===== src/rtl/bp_be_wb_pkg.sv =====
// Shared writeback types: source identifiers and the default-width write request payload.
package bp_be_wb_pkg;

  localparam int unsigned wb_dword_width_gp      = 64;
  localparam int unsigned wb_reg_addr_width_gp   = 5;
  localparam int unsigned wb_starve_cnt_width_gp = 4;

  typedef enum logic [1:0] {
    e_wb_src_none,
    e_wb_src_pipe,
    e_wb_src_long,
    e_wb_src_mem
  } bp_be_wb_src_e;

  typedef struct packed {
    logic                            v;
    logic [wb_reg_addr_width_gp-1:0] addr;
    logic [wb_dword_width_gp-1:0]    data;
  } bp_be_wb_req_s;

endpackage


===== src/rtl/bp_be_wb_rr_arb2.sv =====
// Two-input round-robin arbiter; after a grant the pointer favours the other input.
module bp_be_wb_rr_arb2 (
  input  logic       clk,
  input  logic       rst_n,
  input  logic [1:0] v,
  input  logic       en,
  output logic [1:0] grant
);

  // ptr == 0 favours v[0], ptr == 1 favours v[1]
  logic ptr;

  always_comb begin
    grant = 2'b00;
    if (en) begin
      if (v[0] && (!v[1] || !ptr)) grant = 2'b01;
      else if (v[1])               grant = 2'b10;
    end
  end

  always_ff @(posedge clk or negedge rst_n) begin
    if (!rst_n)      ptr <= 1'b0;
    else if (|grant) ptr <= grant[0];
  end

endmodule


===== src/rtl/bp_be_rf_wb_arbiter.sv =====
// Arbitrates the single integer regfile write port between pipe, long-latency and memory
// writeback sources, with a registered write stage and a starvation stall.
module bp_be_rf_wb_arbiter
  import bp_be_wb_pkg::*;
#(
  parameter int unsigned dword_width_p    = 64,
  parameter int unsigned reg_addr_width_p = 5,
  parameter int unsigned starve_limit_p   = 4
) (
  input  logic                        clk_i,
  input  logic                        reset_n_i,
  input  logic                        pipe_v_i,
  input  logic [reg_addr_width_p-1:0] pipe_addr_i,
  input  logic [dword_width_p-1:0]    pipe_data_i,
  input  logic                        long_v_i,
  input  logic [reg_addr_width_p-1:0] long_addr_i,
  input  logic [dword_width_p-1:0]    long_data_i,
  output logic                        long_ready_o,
  input  logic                        mem_v_i,
  input  logic [reg_addr_width_p-1:0] mem_addr_i,
  input  logic [dword_width_p-1:0]    mem_data_i,
  output logic                        mem_ready_o,
  output logic                        stall_o,
  output logic                        rd_w_v_o,
  output logic [reg_addr_width_p-1:0] rd_addr_o,
  output logic [dword_width_p-1:0]    rd_data_o
);

  localparam int unsigned cnt_width_lp = wb_starve_cnt_width_gp;

  typedef struct packed {
    logic                        v;
    logic [reg_addr_width_p-1:0] addr;
    logic [dword_width_p-1:0]    data;
  } wb_req_s;

  wb_req_s                 pipe_req, long_req, mem_req, wb_n, wb_r;
  bp_be_wb_src_e           src_sel;
  logic                    pipe_take;
  logic                    sec_pending;
  logic [1:0]              grant;
  logic [cnt_width_lp-1:0] starve_cnt_r, starve_cnt_n;

  assign pipe_req    = '{v: pipe_v_i, addr: pipe_addr_i, data: pipe_data_i};
  assign long_req    = '{v: long_v_i, addr: long_addr_i, data: long_data_i};
  assign mem_req     = '{v: mem_v_i,  addr: mem_addr_i,  data: mem_data_i};

  // An x0 pipe write is dropped and leaves the port to the secondaries
  assign pipe_take   = pipe_req.v && (pipe_req.addr != '0);
  assign sec_pending = long_v_i | mem_v_i;

  bp_be_wb_rr_arb2 u_sec_arb (
    .clk   (clk_i),
    .rst_n (reset_n_i),
    .v     ({mem_v_i, long_v_i}),
    .en    (!pipe_take),
    .grant (grant)
  );

  assign long_ready_o = grant[0];
  assign mem_ready_o  = grant[1];

  always_comb begin
    src_sel = e_wb_src_none;
    if (pipe_take)     src_sel = e_wb_src_pipe;
    else if (grant[0]) src_sel = e_wb_src_long;
    else if (grant[1]) src_sel = e_wb_src_mem;
  end

  // Address/data hold their last value whenever no write is issued
  always_comb begin
    wb_n   = wb_r;
    wb_n.v = 1'b0;
    case (src_sel)
      e_wb_src_pipe: wb_n = pipe_req;
      e_wb_src_long: if (long_req.addr != '0) wb_n = long_req;
      e_wb_src_mem:  if (mem_req.addr  != '0) wb_n = mem_req;
      default: ;
    endcase
  end

  always_ff @(posedge clk_i or negedge reset_n_i) begin
    if (!reset_n_i) wb_r <= '0;
    else            wb_r <= wb_n;
  end

  assign rd_w_v_o  = wb_r.v;
  assign rd_addr_o = wb_r.addr;
  assign rd_data_o = wb_r.data;

  assign stall_o = (starve_cnt_r == cnt_width_lp'(starve_limit_p));

  // Counts pipe-won cycles while a secondary waits; holds if pipe ignores the stall
  always_comb begin
    starve_cnt_n = '0;
    if (pipe_take && sec_pending) begin
      if (stall_o || (starve_cnt_r == '1)) starve_cnt_n = starve_cnt_r;
      else                                 starve_cnt_n = starve_cnt_r + cnt_width_lp'(1);
    end
  end

  always_ff @(posedge clk_i or negedge reset_n_i) begin
    if (!reset_n_i) starve_cnt_r <= '0;
    else            starve_cnt_r <= starve_cnt_n;
  end

  a_no_pipe_on_stall: assert property (@(posedge clk_i) disable iff (!reset_n_i)
    !(stall_o && pipe_v_i));

endmodule

===== config.mk =====
export PLATFORM = sky130hd
export DESIGN_NAME = bp_be_rf_wb_arbiter
export DESIGN_NICKNAME = d
export VERILOG_FILES = /design/src/rtl/bp_be_wb_pkg.sv /design/src/rtl/bp_be_wb_rr_arb2.sv /design/src/rtl/bp_be_rf_wb_arbiter.sv
export SDC_FILE = /design/constraint.sdc
export NUM_CORES = 1
export LEC_CHECK = 0
export BUFFER_PORTS_ARGS = -buffer_cell sky130_fd_sc_hd__buf_4
export CORE_ASPECT_RATIO = 0.5
export CORE_MARGIN = 8
export CORE_UTILIZATION = 43
export DETAILED_ROUTE_END_ITERATION = 8
export PLACE_DENSITY = 0.79
export SLEW_MARGIN = 20
export SYNTH_ARGS = -nofsm -noshare
export SYNTH_HDL_FRONTEND = slang
export SYNTH_SLANG_ARGS = --single-unit
export TNS_END_PERCENT = 50

===== constraint.sdc =====
create_clock -name clk_i -period 2.05 [get_ports clk_i]
set_input_delay 0.205 -clock clk_i [delete_from_list [all_inputs] [get_ports clk_i]]
set_output_delay 0.205 -clock clk_i [all_outputs]
set_load 0.02 [all_outputs]

Word level (Yosys, flattened, before mapping). Cells that the tools add are included.

Add/sub/neg operators: 1. Equality and inequality tests: 8. Bitwise gates (word level): 1. Reductions and logical operators: 13. Muxes and demuxes: 11.

Operators by type and width (number): $pmux W70 S3 (1); $mux W70 (2); $reduce_bool A5 Y1 (3); $mux W2 (6); $mux W4 (2); $ne A2 B2 Y1 const B (3); $add A4 B1 Y4 const B (1); $eq A2 B2 Y1 const B (2); $eq A4 B3 Y1 const B (1); $eq A4 B4 Y1 const B (1); $logic_and A1 B1 Y1 (3); $reduce_and A3 Y1 (1); $reduce_bool A3 Y1 (1); $eq A2 B1 Y1 const B (1); $logic_not A1 Y1 (2); $logic_or A1 B1 Y1 (2); $reduce_or A2 Y1 (1); $or A1 B1 Y1 (1).

Bits in registers: 75. Logic and storage cells: 39. Output and inout port bits: 73.

Longest topological paths before layout. Gate-level depths: netlist of the first run.

Depth in word-level cells: 11. Mapped depth: 8. Mapped depth without buffers: 6.

Cells and area by module. From an unflattened synthesis of the first run, not the netlist that was laid out.

Cell total of the unflattened synthesis: 518. Area, all modules: 4394.2 um2.

By module, submodules not included: bp_be_rf_wb_arbiter (area each 4332.9 um2, instances 1, cells each 510, seq. area each 1851.8 um2); bp_be_wb_rr_arb2 (area each 61.3 um2, instances 1, cells each 8, seq. area each 25.0 um2).

Least setup slack after synthesis of the first run. No wires, ideal clock.

Path kind: input to output. Start: in pipe_addr_i[1]. End: out long_ready_o. Buffers on the path: 2. Setup slack: 0.172 ns. Cell stages on the path: 5. Data arrival time: 1.673 ns. Path through: or4_4 -> o21a_1 -> clkbuf_1 -> clkbuf_1 -> nor2_1.

Word-level cells in the longest chain between the ends: 3.

RTL lines: from (decl) (line bp_be_rf_wb_arbiter.sv:13) `input logic [reg_addr_width_p-1:0] pipe_addr_i,`; $reduce_bool A5 Y1 (line bp_be_rf_wb_arbiter.sv:49) `assign pipe_take = pipe_req.v && (pipe_req.addr != '0);`; $logic_and A1 B1 Y1 (line bp_be_rf_wb_arbiter.sv:49); $mux W2 (line bp_be_wb_rr_arb2.sv:15) `if (en) begin`; to (decl) (line bp_be_rf_wb_arbiter.sv:18) `output logic long_ready_o,`.

No other way between the ends.

Worst setup path after layout of the first run.
Start: reg u_sec_arb.ptr. End: reg wb_r (netlist bit rd_data_o[9]).

Word-level cells in the longest chain between the ends: 11.

RTL lines: from (decl) (line bp_be_wb_rr_arb2.sv:11) `logic ptr;`; from (signal assigned) (line bp_be_wb_rr_arb2.sv:23) `else if (|grant) ptr <= grant[0];`; $logic_not A1 Y1 * (line bp_be_wb_rr_arb2.sv:16) `if (v[0] && (!v[1] || !ptr)) grant = 2'b01;`; $logic_or A1 B1 Y1 * (line bp_be_wb_rr_arb2.sv:16); $logic_and A1 B1 Y1 * (line bp_be_wb_rr_arb2.sv:16); $mux W2 * (line bp_be_wb_rr_arb2.sv:16); $mux W2 * (line bp_be_wb_rr_arb2.sv:15); $mux W2 (line bp_be_rf_wb_arbiter.sv:67) `else if (grant[1]) src_sel = e_wb_src_mem;`; $mux W2 * (line bp_be_rf_wb_arbiter.sv:66) `else if (grant[0]) src_sel = e_wb_src_long;`; $mux W2 * (line bp_be_rf_wb_arbiter.sv:65) `if (pipe_take) src_sel = e_wb_src_pipe;`; $eq A2 B2 Y1 or $eq A2 B1 Y1 (tied branches) (line bp_be_rf_wb_arbiter.sv:74) `case (src_sel)`; $ne A2 B2 Y1 (no line) or $reduce_bool A3 Y1 (tied branches); $reduce_and A3 Y1 (no line); to (signal assigned) (line bp_be_rf_wb_arbiter.sv:84) `else wb_r <= wb_n;`; to (decl) (line bp_be_rf_wb_arbiter.sv:37) `wb_req_s pipe_req, long_req, mem_req, wb_n, wb_r;`.

Every way passes the cells marked *; elsewhere a longest branch is shown, timed or not. A chain may end at the register's enable or synchronous reset.

==> results of run 1 <==
-- cells by family (layout without fill, tap and decap cells) --
logic type | count (synthesis) | count (layout) | synth area share [%]
xor+xnor | 2 | 2 | 0.3990
compound gates | 83 | 83 | 16.44
flops | 75 | 75 | 42.75
buf+inv | 70 | 324 | 7.352
mux | 2 | 2 | 0.4845
simple gates | 279 | 279 | 32.00
fa+ha+maj | 2 | 2 | 0.5699
-- metal layers --
metal	GRT usage (%)	vias to the layer above	share of wire, %
met5	0	-	0
met4	7.647	0	2.6
met3	5.896	39	6.0
met2	43.30	236	52
met1	27.32	2592	39
li1	-	2496	-
-- through the flow --
stage	std cells	util, %	hold slack [ps]	area [µm²]	worst slack [ps]
2_1_floorplan	513	-	-90.59	4390	171.9
3_3_place_gp	890	66.48	170.2	6704	166.5
3_5_place_dp	890	66.48	171.3	6704	85.64
4_1_cts	907	69.69	117.6	7028	182.4
5_1_grt	907	69.69	128.8	7028	68.85
6_report	907	69.69	129.2	7028	184.2
-- report_power, final --
part | switching (mW) | internal (mW)
Combinational | 0.997 | 0.859
Sequential | 0.141 | 1.72
Clock | 0.597 | 1.04
Total | 1.74 | 3.61
-- state kept, by name, summed over array words and instances, names as in the netlist --
signal and cells:
rd_data_o 64, rd_addr_o 5, starve_cnt_r 4, rd_w_v_o 1, u_sec_arb.ptr 1
-- area by class of cell --
cell class | count | area (µm²) | area share (%)
clock buffers | 12 | 266.5 | 3.792
inverters | 4 | 15.01 | 0.2136
flip-flops and latches | 75 | 1877 | 26.70
clock inverters | 4 | 47.55 | 0.6765
multi-input cells | 368 | 2225 | 31.65
repair buffers | 304 | 2422 | 34.47
well taps | 140 | 175.2 | 2.492
-- synthesized netlist by cell type, drive strengths merged (2+ instances only) --
master	number
nor4	65
xnor2	2
a221o	5
dfrtp	75
or4	2
inv	4
nand3	128
o21ai	3
a41oi	64
nor2	11
ha	2
clkbuf	47
a32oi	5
buf	19
nand2	66
nor3	5
-- worst paths after layout --
path	from	endpoint	slack, ps	cells past startpoint
max	u_sec_arb.ptr	rd_data_o[9]	180	5
min	pipe_addr_i[1]	rd_addr_o[1]	130	2
max reg2reg	u_sec_arb.ptr	rd_data_o[9]	180	5
min reg2reg	rd_addr_o[1]	rd_addr_o[1]	520	1
max in group asynchronous	reset_n_i	rd_addr_o[4]	1080	3
min in group asynchronous	reset_n_i	rd_data_o[8]	380	2
==> results_tabular.tex, run 1 <==
\begin{tabular}{lr}
\hline
Metric & Value \\
\hline
\multicolumn{2}{l}{\textbf{Status}} \\
\quad Result of the run & completed \\
\multicolumn{2}{l}{\textbf{Critical path}} \\
\quad CP max FO & 47 \\
\quad Crit path arrival time & 2100 ps \\
\quad Critical path start-end classification & reg -> reg \\
\quad Delay of the slowest critical-path stage & 480 ps \\
\quad Highest-delay cell along the critical path & sky130\_fd\_sc\_hd\_\_buf\_4 \\
\quad Kind of cell adding the most delay to the critical path & compound AO/OA/AOI/OAI gates \\
\quad Endpoint kind of the worst setup timing path & flop \\
\quad Series of cell instances along the critical path & a21bo\_2, a21oi\_4, buf\_4, nand3\_1, a41oi\_1 \\
\quad Data required time of the worst path & around 2300 ps \\
\quad Startpoint types & flop \\
\quad Buf/Inv on CP & 1 \\
\multicolumn{2}{l}{\textbf{Route}} \\
\quad Initial DRC Count & slightly above 400 \\
\quad 1st-pass router iterations & 7 \\
\quad Detailed-route via count & 5363 \\
\quad Remaining antenna violation count after routing & 0 \\
\quad Routed wire length per instance & 19.45 µm \\
\quad DRC viols & 0 \\
\quad Per-cell via count in the routed design & 5.913 \\
\quad Routed wire length & 17640 µm \\
\multicolumn{2}{l}{\textbf{Clocking}} \\
\quad Clock latency of the later-clocked register in the worst-skew pair & between 300 and 400 ps \\
\quad Cts bufs inserted & 9 \\
\quad Post-CTS sizing & 0 \\
\quad H-tree levels & 3 \\
\quad Clock-pin slew reported for the worst setup and hold paths after clock tree synthesis & $\sim$60 ps \\
\quad CTS Sinks & 75 \\
\quad Cell at the root of the clock tree & sky130\_fd\_sc\_hd\_\_clkbuf\_16 \\
\quad Postcts setup bufs & 0 \\
\quad Clock tree from TritonCTS & yes \\
\quad Number of hold buffers added after cts & 1 \\
\quad Max clock buf depth & 2 \\
\multicolumn{2}{l}{\textbf{Logic synthesis}} \\
\quad Portion of the post-synthesis area used by sequential elements & 42.75\% \\
\quad Summed instance area of the synthesized netlist & about 4400 µm² \\
\quad Top flip-flop cell by instance count after synthesis & sky130\_fd\_sc\_hd\_\_dfrtp\_1 \\
\quad Dominant cells by area after synthesis & sky130\_fd\_sc\_hd\_\_dfrtp\_1 (43\%), sky130\_fd\_sc\_hd\_\_nand3\_1 (15\%), sky130\_fd\_sc\_hd\_\_a41oi\_1 (13\%), sky130\_fd\_sc\_hd\_\_nor4\_1 (9.3\%), sky130\_fd\_sc\_hd\_\_nand2\_1 (5.6\%) \\
\quad Portion of synthesized cell area occupied by the leading cell type & a little over two fifths \\
\quad Async set or reset register ratio after synthesis & 100.0\% \\
\quad Post-synth EDFFs & 0 \\
\quad Number of flip-flops and latches in the synthesized netlist & 75 \\
\quad Synthesized area per cell & 8.558 µm² \\
\quad Synth cell types & 32 \\
\quad Mapped Cells & 513 \\
\quad Net count after synthesis & 727 \\
\quad Dominant cell type by area after synthesis & sky130\_fd\_sc\_hd\_\_dfrtp\_1 \\
\quad Count of warnings emitted by yosys & 0 \\
\multicolumn{2}{l}{\textbf{Place}} \\
\quad Routability cong. & 0.8408 \\
\quad Count of port buffers added during placement & 284 \\
\quad Post-detailed-placement half-perimeter wirelength & 12800 µm \\
\multicolumn{2}{l}{\textbf{Cells and area}} \\
\quad Syn-to-layout area delta & 60.07\% \\
\quad Filler cell count in the final layout & 835 \\
\quad Commonest non-fill, non-tap cell in the layout & sky130\_fd\_sc\_hd\_\_buf\_4 \\
\quad Fraction of final layout cells sized beyond drive strength 1 & 42.76\% \\
\quad Most used cells in the layout excluding fill and tap cells & sky130\_fd\_sc\_hd\_\_buf\_4 (292), sky130\_fd\_sc\_hd\_\_nand3\_1 (128), sky130\_fd\_sc\_hd\_\_dfrtp\_1 (75), sky130\_fd\_sc\_hd\_\_nand2\_1 (66), sky130\_fd\_sc\_hd\_\_nor4\_1 (65) \\
\quad Number of nets in the layout & roughly 1000 \\
\quad Count of inserted antenna diode cells & 0 \\
\multicolumn{2}{l}{\textbf{Job}} \\
\quad Maximum capacitance violations & 0 \\
\multicolumn{2}{l}{\textbf{GRT}} \\
\quad Maximum number of pins on one net before global-route repair & 82 \\
\quad First-pass GRT wire length & 27320 µm \\
\quad Antenna violations before repair & 0 \\
\quad GRT Resource Usage Total & 23.77\% \\
\quad GRT overflow & 0 \\
\quad Via count of the first global-routing pass & between 5000 and 6000 \\
\multicolumn{2}{l}{\textbf{Timing}} \\
\quad Tightest slew margin relative to the limit & 57.13\% \\
\quad Final worst clock skew & 9.848 ps \\
\quad RSZ-0062 raised after global routing & no \\
\quad Final Cycle Share & 91.02\% \\
\quad Achievable frequency & 536.0 MHz \\
\quad Setup TNS & 0 ps \\
\quad Setup violators final & 0 \\
\quad Hold violation total from the final report & 0 \\
\quad Time the final worst path needs with I/O delays and setup & 1866 ps \\
\quad Max-slew violations & 0 \\
\quad Transition time at the pin with the least slew margin & approximately 640 ps \\
\multicolumn{2}{l}{\textbf{Floorplanning}} \\
\quad Width of the chip & $\sim$160 µm \\
\quad Core Box Area & 10080 µm² \\
\quad Vertical extent of the die & 87.45 µm \\
\quad Initial Util & 43.54\% \\
\quad Row cnt & 26 \\
\quad Top-Level Pins & 285 \\
\quad Die footprint & 13900 µm² \\
\multicolumn{2}{l}{\textbf{Power}} \\
\quad Pwr/cell area & $\sim$760 nW/µm² \\
\quad Overall power consumption & 5.349 mW \\
\quad Leakage power summed over all cells & 3.061 nW \\
\quad IR Drop Worst-Case VDD & 0.0004794 V \\
\multicolumn{2}{l}{\textbf{Worst hold path}} \\
\quad Class of the tightest hold or removal check & in -> reg \\
\hline
\end{tabular}
Power figures use the tool's default switching activity.
==> run 2: changes to the inputs <==
--- a/config.mk
+++ b/config.mk
@@ -6,7 +6,7 @@
 export NUM_CORES = 1
 export LEC_CHECK = 0
 export BUFFER_PORTS_ARGS = -buffer_cell sky130_fd_sc_hd__buf_4
-export CORE_ASPECT_RATIO = 0.5
+export CORE_ASPECT_RATIO = 2
 export CORE_MARGIN = 8
 export CORE_UTILIZATION = 43
 export DETAILED_ROUTE_END_ITERATION = 8
@@ -14,5 +14,6 @@
 export SLEW_MARGIN = 20
 export SYNTH_ARGS = -nofsm -noshare
 export SYNTH_HDL_FRONTEND = slang
+export SYNTH_HIERARCHICAL = 1
 export SYNTH_SLANG_ARGS = --single-unit
 export TNS_END_PERCENT = 50
==> run 2 against run 1 <==
The run now ends with negative setup slack left. Highest routed layer unchanged. Die area is essentially flat. Clock power is essentially flat. Sequential cell count is the same. Critical path type is now in -> reg. First-iteration DRC count shrank 11%. Synthesized cell count grew 0.97%. Global-route usage grew 6.3 points. Worst setup slack lost 320 ps. Sequential power is essentially flat. Final area grew 13%.
==> results_tabular.tex, run 2 <==
\begin{tabular}{lr}
\hline
Metric & Value \\
\hline
\multicolumn{2}{l}{\textbf{Logic synthesis}} \\
\quad Number of flip-flops and latches in the synthesized netlist & 75 (unchanged) \\
\quad Top post-synthesis cells by count & sky130\_fd\_sc\_hd\_\_nand3\_1 (131), sky130\_fd\_sc\_hd\_\_dfrtp\_1 (75), sky130\_fd\_sc\_hd\_\_nand2\_1 (70) \\
\quad Mapped Cells & 518 (+0.97\%) \\
\quad Top flip-flop cell by instance count after synthesis & sky130\_fd\_sc\_hd\_\_dfrtp\_1 \\
\quad Dominant cell type by area after synthesis & sky130\_fd\_sc\_hd\_\_dfrtp\_1 \\
\quad Net count after synthesis & 732 (+0.69\%) \\
\quad Count of warnings emitted by yosys & 6 (+6) \\
\quad Synth cell types & 31 (-3.1\%) \\
\quad Post-synth EDFFs & 0 (unchanged) \\
\quad Synthesized area per cell & 8.483 µm² (-0.88\%) \\
\quad Async set or reset register ratio after synthesis & 100.0\% (unchanged) \\
\quad Portion of synthesized cell area occupied by the leading cell type & 42.71\% (about the same) \\
\quad Summed instance area of the synthesized netlist & 4394 µm² (about the same) \\
\quad Portion of the post-synthesis area used by sequential elements & 42.71\% (about the same) \\
\quad Most repeated cell in the gate-level netlist after synthesis & sky130\_fd\_sc\_hd\_\_nand3\_1 \\
\quad Dominant cells by area after synthesis & sky130\_fd\_sc\_hd\_\_dfrtp\_1 (43\%), sky130\_fd\_sc\_hd\_\_nand3\_1 (15\%), sky130\_fd\_sc\_hd\_\_a41oi\_1 (13\%), sky130\_fd\_sc\_hd\_\_nor4\_1 (9.4\%), sky130\_fd\_sc\_hd\_\_nand2\_1 (6.0\%) \\
\multicolumn{2}{l}{\textbf{Power}} \\
\quad IR Drop Worst-Case VDD & 0.0004967 V (+3.6\%) \\
\quad Overall power consumption & 5.645 mW (+5.5\%) \\
\quad Pwr/cell area & 708.3 nW/µm² (-6.9\%) \\
\quad Leakage power summed over all cells & 3.344 nW (+9.2\%) \\
\multicolumn{2}{l}{\textbf{Critical path}} \\
\quad Kind of cell adding the most delay to the critical path & simple AND/OR/NAND/NOR gates \\
\quad Endpoint kind of the worst setup timing path & flop \\
\quad Series of cell instances along the critical path & buf\_6, or4\_4, o21a\_4, inv\_4, nand2\_4, a21oi\_4, buf\_6, nor2b\_4, o21a\_4, buf\_6, clkbuf\_16, nor4\_1, a41oi\_2 \\
\quad Crit path arrival time & 2390 ps (+290 ps) \\
\quad Delay of the slowest critical-path stage & 530 ps (+50 ps) \\
\quad Critical path start-end classification & in -> reg \\
\quad Buf/Inv on CP & 5 (+4) \\
\quad CP max FO & 15 (-68\%) \\
\quad Critical path's most frequent cell & sky130\_fd\_sc\_hd\_\_buf\_6 \\
\quad Highest-delay cell along the critical path & sky130\_fd\_sc\_hd\_\_or4\_4 \\
\quad Data required time of the worst path & 2250 ps (-30 ps) \\
\quad Flop2flop setup slack & 220 ps (+40 ps) \\
\quad Startpoint types & input port \\
\multicolumn{2}{l}{\textbf{Cells and area}} \\
\quad Fin area & 7970 µm² (+13\%) \\
\quad Fraction of final layout cells sized beyond drive strength 1 & 53.39\% (+11 points) \\
\quad Filler cell count in the final layout & 685 (-18\%) \\
\quad Count of inserted antenna diode cells & 0 (unchanged) \\
\quad Number of flip-flops under the largest register name & 64 (unchanged) \\
\quad Multi-input combinational cell area & 2730 µm² (+23\%) \\
\quad Number of nets in the layout & 1021 (+4.6\%) \\
\quad Syn-to-layout area delta & 81.38\% \\
\quad Most used cells in the layout excluding fill and tap cells & sky130\_fd\_sc\_hd\_\_buf\_4 (316), sky130\_fd\_sc\_hd\_\_nand3\_1 (131), sky130\_fd\_sc\_hd\_\_dfrtp\_1 (75), sky130\_fd\_sc\_hd\_\_nand2\_1 (69), sky130\_fd\_sc\_hd\_\_nor4\_1 (38) \\
\quad Finished Core Util & 79.55\% (+9.9 points) \\
\quad Total area of sequential cells & 1877 µm² (unchanged) \\
\quad Commonest non-fill, non-tap cell in the layout & sky130\_fd\_sc\_hd\_\_buf\_4 \\
\multicolumn{2}{l}{\textbf{Route}} \\
\quad DRC viols & 0 (unchanged) \\
\quad 1st-pass router iterations & 5 (-2) \\
\quad Remaining antenna violation count after routing & 0 (unchanged) \\
\quad Per-cell via count in the routed design & 6.242 (+5.6\%) \\
\quad Initial DRC Count & 369 (-11\%) \\
\quad Routed wire length per instance & 23.40 µm (+20\%) \\
\quad Routed wire length & 22140 µm (+25\%) \\
\quad Detailed-route via count & 5905 (+10\%) \\
\multicolumn{2}{l}{\textbf{Timing}} \\
\quad Tightest slew margin relative to the limit & 45.70\% (-11 points) \\
\quad RSZ-0062 raised after global routing & yes \\
\quad Max-slew violations & 0 (unchanged) \\
\quad Hold violation total from the final report & 0 (unchanged) \\
\quad Final Cycle Share & 106.6\% (+16 points) \\
\quad Time the final worst path needs with I/O delays and setup & 2185 ps (+319.2 ps) \\
\quad Final worst slack & -135.0 ps (-319.2 ps) \\
\quad Setup violators final & 68 (+68) \\
\quad Final worst clock skew & 8.140 ps (-1.708 ps) \\
\quad Transition time at the pin with the least slew margin & 814.6 ps (+177.2 ps) \\
\quad Achievable frequency & 457.7 MHz (-15\%) \\
\multicolumn{2}{l}{\textbf{GRT}} \\
\quad Maximum number of pins on one net before global-route repair & 83 (+1.2\%) \\
\quad First-pass GRT wire length & 32620 µm (+19\%) \\
\quad Via count of the first global-routing pass & 6075 (+14\%) \\
\quad GRT Resource Usage Total & 30.05\% (+6.3 points) \\
\quad GRT overflow & 0 (unchanged) \\
\quad Antenna violations before repair & 0 (unchanged) \\
\multicolumn{2}{l}{\textbf{Clocking}} \\
\quad Cell at the root of the clock tree & sky130\_fd\_sc\_hd\_\_clkbuf\_16 \\
\quad H-tree levels & 3 (unchanged) \\
\quad Clock latency of the later-clocked register in the worst-skew pair & 340 ps (+20 ps) \\
\quad Cts bufs inserted & 9 (unchanged) \\
\quad Clock-pin slew reported for the worst setup and hold paths after clock tree synthesis & 60 ps (about the same) \\
\quad CTS Sinks & 75 (unchanged) \\
\quad Clock tree from TritonCTS & yes \\
\quad Max clock buf depth & 2 (unchanged) \\
\multicolumn{2}{l}{\textbf{Floorplanning}} \\
\quad Row cnt & 52 (+100\%) \\
\quad Core Box Area & 10020 µm² (-0.65\%) \\
\quad Initial Util & 43.86\% (+0.32 points) \\
\quad Die footprint & 13910 µm² (about the same) \\
\quad Width of the chip & 87.48 µm (-45\%) \\
\quad Vertical extent of the die & 159.0 µm (+82\%) \\
\quad Top-Level Pins & 285 (unchanged) \\
\multicolumn{2}{l}{\textbf{Place}} \\
\quad Count of port buffers added during placement & 284 (unchanged) \\
\quad Routability cong. & 0.9048 (+7.6\%) \\
\quad Post-place instance area & 6892 µm² (+2.8\%) \\
\quad Post-detailed-placement half-perimeter wirelength & 15320 µm (+20\%) \\
\multicolumn{2}{l}{\textbf{Status}} \\
\quad Violated checks & negative setup slack \\
\quad Result of the run & finished, violations left \\
\multicolumn{2}{l}{\textbf{Worst hold path}} \\
\quad Class of the tightest hold or removal check & in -> reg \\
\multicolumn{2}{l}{\textbf{Job}} \\
\quad Maximum capacitance violations & 0 (unchanged) \\
\hline
\end{tabular}
==> run 2: cell count changes in the layout (fill, tap and decap cells not counted), sizes merged, moves of 4 or more <==
cell	before	now
nor3	5	1
a32oi	5	0
inv	4	8
a21oi	1	8
buf	303	338
nand2	66	70
nor2	11	6
==> run 2: path summary, 6_finish.rpt <==
| kind | to | startpoint | cells past startpoint |
|---|---|---|---|
| max | rd_data_o[51] | pipe_addr_i[1] | 13 |
| min | rd_addr_o[2] | pipe_addr_i[2] | 2 |
| max reg2reg | rd_data_o[51] | u_sec_arb/ptr | 8 |
| min reg2reg | rd_addr_o[4] | rd_addr_o[4] | 1 |
| max in group asynchronous | rd_data_o[5] | reset_n_i | 3 |
| min in group asynchronous | rd_addr_o[4] | reset_n_i | 2 |
==> run 2: final cells by class <==
type,count,area share (%)
Clock inverter,2,0.4396
Inverter,8,0.4082
Tap cell,135,2.119
Sequential cell,75,23.55
Timing Repair Buffer,342,35.97
Clock buffer,13,3.265
Multi-Input combinational cell,371,34.25
==> run 2: worst reg2reg max path: stages (launching register included) <==
cell and delay (ps):
sky130_fd_sc_hd__dfrtp_1 420, sky130_fd_sc_hd__a21oi_4 200, sky130_fd_sc_hd__buf_6 130, sky130_fd_sc_hd__nor2b_4 40
sky130_fd_sc_hd__o21a_4 120, sky130_fd_sc_hd__buf_6 160, sky130_fd_sc_hd__clkbuf_16 200, sky130_fd_sc_hd__nor4_1 370
sky130_fd_sc_hd__a41oi_2 60
==> run 2: per-layer routing <==
metal	wire, µm	track usage [%]	up-vias
met5	0	0	-
met2	11500	50.24	393
met4	1474	19.65	0
li1	-	-	2588
met3	1884	8.066	93
met1	7277	31.70	2831
==> run 2: logic make-up after synthesis <==
logic type	Yosys count	synth area share, %
xor gates and xnor gates	2	0.3987
and+or+nand+nor	280	31.86
buffers and inverters	72	7.773
AOI/OAI and AO/OA	85	16.20
muxes	2	0.4840
DFF	75	42.71
adders and majority gates	2	0.5694
==> run 2: report_power, final <==
| group | internal, mW | leakage (nW) | switching [mW] | total (mW) |
|---|---|---|---|---|
| Sequential | 1.71 | 0.901 | 0.172 | 1.88 |
| Clock | 1.00 | 0.146 | 0.619 | 1.62 |
| Combinational | 1.04 | 2.30 | 1.10 | 2.14 |
==> run 2: stage by stage <==
step | cells | hold WS (ps) | TNS, ps | setup slack (ps)
after floorplan | 518 | -90.59 | -47440 | -695.9
after global placement | 914 | 209.1 | -32020 | -481.0
after detailed placement | 914 | 216.0 | -34700 | -569.6
after CTS | 941 | 94.93 | -2435 | -73.40
after global routing | 946 | 98.48 | -7953 | -274.3
final | 946 | 102.5 | -4865 | -135.0
==> run 2: repair_timing <==
action / 4_1_cts / 5_1_grt
resized for setup: 38 / 45
cloned: 4 / 2
hold buffers: 1 / 0
pin swaps: 9 / 2
endpoints found under the hold margin: 38 / 0
buffers inserted: 7 / 3
setup endpoints to repair: 67 / 70
